--- src/rtl/uart_alu_intf.sv ---
// uart_alu_intf: FIFO-side responder placed between uart_top and an external
// combinational ALU. Pops a 3-byte command frame (operand A, operand B,
// opcode) from the RX FIFO, presents it to the ALU, and pushes the one-byte
// result into the TX FIFO.
//
// Ports:
//   i_clk, i_reset     clock, synchronous active-high reset
//   i_rx_empty         RX FIFO empty flag
//   i_r_data           RX FIFO head word (first-word-fall-through)
//   o_rd_uart          RX FIFO pop strobe (combinational)
//   i_tx_full          TX FIFO full flag
//   o_wr_uart          TX FIFO push strobe (combinational)
//   o_w_data           TX FIFO write data (registered ALU result)
//   o_alu_a/b/op       registered operands and opcode for the ALU
//   i_alu_result       combinational ALU result
//   o_busy             high while a frame is partial or a result is pending
//   o_timeout_err      one-cycle pulse when a partial frame is abandoned
//
// Build option: define UART_INTF_TIMEOUT_EN to add an inter-byte idle timer
// that abandons a partial frame after TIMEOUT idle cycles. Without it the
// frame waits forever and o_timeout_err is constant 0.
//
// state  | meaning
// -------+-----------------------------------------------
// GET_A  | idle, waiting for operand A byte
// GET_B  | waiting for operand B byte
// GET_OP | waiting for opcode byte
// EXEC   | operands stable, capture ALU result this edge
// SEND   | push result when TX FIFO has room

module uart_alu_intf #(
  parameter int DBIT    = 8,
  parameter int OP_W    = 6,
  parameter int TIMEOUT = 1000000
) (
  input  logic            i_clk,
  input  logic            i_reset,
  input  logic            i_rx_empty,
  input  logic [DBIT-1:0] i_r_data,
  output logic            o_rd_uart,
  input  logic            i_tx_full,
  output logic            o_wr_uart,
  output logic [DBIT-1:0] o_w_data,
  output logic [DBIT-1:0] o_alu_a,
  output logic [DBIT-1:0] o_alu_b,
  output logic [OP_W-1:0] o_alu_op,
  input  logic [DBIT-1:0] i_alu_result,
  output logic            o_busy,
  output logic            o_timeout_err
);

  localparam logic [2:0] GET_A  = 3'd0;
  localparam logic [2:0] GET_B  = 3'd1;
  localparam logic [2:0] GET_OP = 3'd2;
  localparam logic [2:0] EXEC   = 3'd3;
  localparam logic [2:0] SEND   = 3'd4;

  logic [2:0]      state_q, state_d;
  logic [DBIT-1:0] a_q, a_d;
  logic [DBIT-1:0] b_q, b_d;
  logic [OP_W-1:0] op_q, op_d;
  logic [DBIT-1:0] wdata_q, wdata_d;
  logic            rd, wr, tmo, tmo_hit;

`ifdef UART_INTF_TIMEOUT_EN
  localparam int CNT_W = $clog2(TIMEOUT + 1);

  logic [CNT_W-1:0] cnt_q, cnt_d;
  logic             in_wait;

  assign in_wait = (state_q == GET_B) || (state_q == GET_OP);
  assign tmo_hit = (cnt_q == CNT_W'(TIMEOUT));

  // Counts only idle cycles inside a frame; any pop, the timeout itself and
  // every other state return it to zero (GET_A holds 0, so GET_B starts at 0).
  always_comb begin
    cnt_d = '0;
    if (in_wait && i_rx_empty && !tmo_hit) begin
      cnt_d = cnt_q + CNT_W'(1);
    end
  end

  always_ff @(posedge i_clk) begin
    if (i_reset) begin
      cnt_q <= '0;
    end else begin
      cnt_q <= cnt_d;
    end
  end
`else
  localparam int unused_timeout = TIMEOUT;

  assign tmo_hit = 1'b0;
`endif

  always_comb begin
    state_d = state_q;
    a_d     = a_q;
    b_d     = b_q;
    op_d    = op_q;
    wdata_d = wdata_q;
    rd      = 1'b0;
    wr      = 1'b0;
    tmo     = 1'b0;
    case (state_q)
      GET_A: begin
        if (!i_rx_empty) begin
          rd      = 1'b1;
          a_d     = i_r_data;
          state_d = GET_B;
        end
      end
      GET_B: begin
        // An arriving byte wins over an expiring timer.
        if (!i_rx_empty) begin
          rd      = 1'b1;
          b_d     = i_r_data;
          state_d = GET_OP;
        end else if (tmo_hit) begin
          tmo     = 1'b1;
          state_d = GET_A;
        end
      end
      GET_OP: begin
        if (!i_rx_empty) begin
          rd      = 1'b1;
          op_d    = i_r_data[OP_W-1:0];
          state_d = EXEC;
        end else if (tmo_hit) begin
          tmo     = 1'b1;
          state_d = GET_A;
        end
      end
      EXEC: begin
        wdata_d = i_alu_result;
        state_d = SEND;
      end
      SEND: begin
        if (!i_tx_full) begin
          wr      = 1'b1;
          state_d = GET_A;
        end
      end
      default: state_d = GET_A;
    endcase
  end

  always_ff @(posedge i_clk) begin
    if (i_reset) begin
      state_q <= GET_A;
      a_q     <= '0;
      b_q     <= '0;
      op_q    <= '0;
      wdata_q <= '0;
    end else begin
      state_q <= state_d;
      a_q     <= a_d;
      b_q     <= b_d;
      op_q    <= op_d;
      wdata_q <= wdata_d;
    end
  end

  // Strobes are Mealy outputs; gate them so nothing moves while in reset.
  assign o_rd_uart     = rd & ~i_reset;
  assign o_wr_uart     = wr & ~i_reset;
  assign o_timeout_err = tmo & ~i_reset;
  assign o_w_data      = wdata_q;
  assign o_alu_a       = a_q;
  assign o_alu_b       = b_q;
  assign o_alu_op      = op_q;
  assign o_busy        = (state_q != GET_A);

endmodule

--- config.mk ---
export PLATFORM = sky130hd
export DESIGN_NAME = uart_alu_intf
export DESIGN_NICKNAME = d
export VERILOG_FILES = /design/src/rtl/uart_alu_intf.sv
export SDC_FILE = /design/constraint.sdc
export NUM_CORES = 1
export LEC_CHECK = 0
export ABC_AREA = 1
export BUFFER_PORTS_ARGS = -buffer_cell sky130_fd_sc_hd__clkbuf_2
export CAP_MARGIN = 20
export CORE_MARGIN = 1
export CORE_UTILIZATION = 49
export CTS_CLUSTER_DIAMETER = 40
export DETAILED_ROUTE_END_ITERATION = 10
export PLACE_DENSITY = 0.82
export SLEW_MARGIN = 10
export SYNTH_ARGS = -nofsm -noshare
export SYNTH_HDL_FRONTEND = slang
export SYNTH_SLANG_ARGS = --single-unit
--- constraint.sdc ---
create_clock -name i_clk -period 2.3 [get_ports i_clk]
set_input_delay 0.23 -clock i_clk [delete_from_list [all_inputs] [get_ports i_clk]]
set_output_delay 0.23 -clock i_clk [all_outputs]
set_load 0.05 [all_outputs]
Word-level counts from Yosys, hierarchy flattened
Cells that the tools add are included.

word-level totals
  word-level logic and storage cells = 33
  register bits after elaboration = 33
  output and inout port bits = 34
  input bits = 20

cells by class
  reduce and logical (&&, ||, !) cells = 7
  eq/ne operators = 8
  multiplexer cells = 9
  bitwise logic cells = 4

operators with widths
  operator                                              count
  case mux 3 bit (5 select lines)                       1
  2-to-1 mux 3 bit                                      4
  != test 2 bit (second input constant)                 4
  equality test 3 x 2 -> 1 bit (second input constant)  2
  AND reduction 2 bit                                   3
  2-to-1 mux 1 bit                                      4
  AND reduction 4 bit                                   1
  equality test 3 x 1 -> 1 bit (second input constant)  1
  equality test 3 bit (second input constant)           1
  zero test 3 bit                                       1
  nonzero test 3 bit                                    1
  OR reduction 3 bit                                    1
  bitwise AND 1 bit                                     2
  NOT 1 bit                                             2

Depth between registers and ports, before layout
  depth after elaboration = 4
  depth in mapped cells = 8
  mapped depth without buffers = 7

Least setup slack after synthesis
No wires, ideal clock.

  path kind = flip-flop to output port
  start point = register state_q[1]
  end point = output o_rd_uart
  arrival time = 1.602 ns
  slack = 0.468 ns
  path buffers = 0
  cell stages (with the launch flop) = 4
  data required time = 2.070 ns
  path through = dfxtp_1 a21oi_1 inv_1 nor3_1

between the ends
  word-level cells in the longest chain between the ends = 4
  elaborated cells between the ends (all ways) = 6
  classes of those cells = eq/ne (2); mux (1); bitwise (1); reduce/logical (2)

RTL lines
  what                                                        RTL line  RTL
  start: declaration                                          58        logic [2:0] state_q, state_d;
  start signal: assignment                                    156       state_q <= state_d;
  equality test 3 x 2 -> 1 bit, or another cell as far along  105       case (state_q)
  OR reduction 3 bit (no line) *                              n/a
  2-to-1 mux 1 bit *                                          n/a
  bitwise AND 1 bit *                                         165       assign o_rd_uart = rd & ~i_reset;
  end: declaration                                            40        output logic o_rd_uart,

Mark *: on every way between the ends. The rest lies on a longest branch, timed or not.

Worst setup path in the final report
Ends and elaborated chain as after synthesis.

==> run summary <==
power density over the cells: 776 mW/mm^2
max-cap viol count: 0
drt pass-1 iters: 4
# IOs: 54
largest cells by area after synthesis: dfxtp_1, nor2_1, nand2_1, o21ai_0, a21oi_1
Routed WL: 2720 um
area grow syn2layout: 27.2%
Final period util: 70.4%
vias per cell: 4.71
CP startpoint kind: flip-flop
cell breakdown of the critical path: a21oi_1 > inv_1 > nor3_1 > clkbuf_2
share of cells above drive strength 1: 27.9%
yosys warns: 0
setup bufs post-CTS: 0
Starting Density: 51.7%
vias in the first global route: 978
WP data required: 2.07 ns
Detailed Place HPWL: 2000 um
R2R Setup Slk: 0.96 ns
Cell Rows: 18
die footprint: 0.00280 sq mm
total CTS buffers: 5
Worst Hold Class: in -> reg
Yosys top cell by area: dfxtp_1
clock root cell: clkbuf_4
drt drc: 0
syn avg cell area: 7.17 sq um
antenna violations before repair: 0
R2R depth: 6
RSZ-0062 raised after global routing: no
Setup Crit Path Kind: reg -> out
critical path arrival: 1.39 ns
Die Span X: 52.9 um
syn_nets: 197
Placeable Area: 0.00245 sq mm
DR vias: 1238
NumNets Final: 252
most frequent cells in the layout: clkbuf_2, nor2_1, nand2_1, dfxtp_1, o21ai_0
initial DRC count: 13
Hold Path Origin: i_r_data[6]
Clock Path Buffers: 2
Max VDD drop: 0.597 mV
hold path depth: 3
Final Setup Violations: 0
crit-path max FO: 5
Clock Latency Late Sink: 0.33 ns
Yosys cell types: 17
slowest CP cell: dfxtp_1
max-slew violation count: 0
post-synth top area share: 52.1%
Cell Area, Synth: 0.00127 sq mm
post-route setup TNS: 0 ns
minimum clock period: 1.62 ns
Crit. End Element: output port
sequential-to-total area share from yosys stat: 52.1%
Worst Skew: 0.00770 ns
Final Hold Viols: 0
largest net degree at the start of global routing: 25
cts hold-fix bufs: 0
Diodes inserted: 0
count of input and output buffers: 52
max frequency: 617 MHz
Die Span Y: 52.9 um
outcome: completed
commonest non-fill, non-tap cell in the layout: clkbuf_2
flops & latches, synth: 33
Pwr Total: 1250 uW
Synth Instances: 177
worst reg2reg endpoint: o_w_data[5]$_SDFFE_PP0N_
first-pass GRT wire length: 4240 um
GPL Wtd Cong: 0.727
leak pwr: 0.000814 uW
RR Startpoint: state_q[0]$_SDFFE_PP0P_
Clock transition at path regs: 0.10 ns
CTS tree: done
Crit path largest cell delay: 0.36 ns
Overflow after GRT: 0
Antenna Violating Nets Remaining: 0
post_cts resized: 0
CTS H-Tree Depth: 2
Filler Cells Inserted: 235
gr usage total: 21.6%
worst hold slack: 0.139 ns
clock sinks: 33
Avg WL per Cell: 10.3 um
Hold Path Sink: o_alu_a[6]$_SDFFE_PP0P_
## synth_stat cells (all sizes together)
cell type  instances
nand3              5
dfxtp             33
nand3b             1
nor3               1
conb               1
clkbuf             2
a21oi             11
o21ai             15
buf                3
inv               14
nor2              54
nand2             37
## logic make-up after synthesis
kind of cell	count (synthesis)	synth area share, %
DFF	33	52.1
buffers and inverters	19	6.51
and+or+nand+nor	98	30.9
other	1	0.296
AOI/OAI and AO/OA	26	10.3
## per-stage QoR
| step | instance area [sq um] | util (%) | instances | setup WS (ns) |
|---|---|---|---|---|
| after floorplan | 1270 | - | 177 | 0.468 |
| after global placement | 1540 | 62.9 | 255 | 1.05 |
| after detailed placement | 1540 | 62.9 | 255 | 0.979 |
| after CTS | 1610 | 65.7 | 263 | 0.669 |
| after global routing | 1610 | 65.7 | 263 | 0.519 |
| final | 1610 | 65.7 | 263 | 0.680 |
## critical path: cells and delay by family, from the launching register on
family | cells | cell delay [ns]
flip-flops | 1 | 0.36
buffers and inverters | 2 | 0.38
AND/OR/NAND/NOR | 1 | 0.13
AO/OA/AOI/OAI | 1 | 0.20
## state kept, by name, summed over array words and instances, names as in the netlist
register	flops
o_alu_b	8
state_q	3
o_alu_op	6
o_w_data	8
o_alu_a	8
## where the power goes
part	switching, uW	leakage, uW	internal [uW]
combinational	201	0.000504	65.6
clock	187	0.0000413	177
sequential	18.6	0.000269	603
total	406	0.000814	846
## how the worst max path moves through the flow
stage	from	end	slack, ns	depth (start not counted)
2_1_floorplan	state_q[1]$_SDFFE_PP0P_	o_rd_uart	0.47	3
4_1_cts	state_q[1]$_SDFFE_PP0P_	o_rd_uart	0.67	4
6_report	state_q[1]$_SDFFE_PP0P_	o_rd_uart	0.68	4
3_3_place_gp	state_q[2]$_SDFFE_PP0P_	o_rd_uart	1.05	4
5_1_grt	state_q[1]$_SDFFE_PP0P_	o_rd_uart	0.52	4
3_5_place_dp	state_q[0]$_SDFFE_PP0P_	o_w_data[5]$_SDFFE_PP0N_	0.98	6
## layer usage
metal	global-route usage [%]	share of wire, %	vias up
li1	-	-	657
met1	27.5	47	544
met2	32.9	46	32
met3	6.32	5.1	5
met4	10.5	1.5	0
met5	0	0	-
## area by class of cell
class                      instances  area [sq um]  share of cell area (%)
clock buffer                       7          65.1                    4.03
clock inverter                     1          5.00                   0.310
inverter                          14          52.6                    3.26
multi-input combinational        125           526                    32.6
sequential                        33           661                    40.9
tap                               30          37.5                    2.33
timing repair buffer              53           268                    16.6
Power figures use the tool's default switching activity.
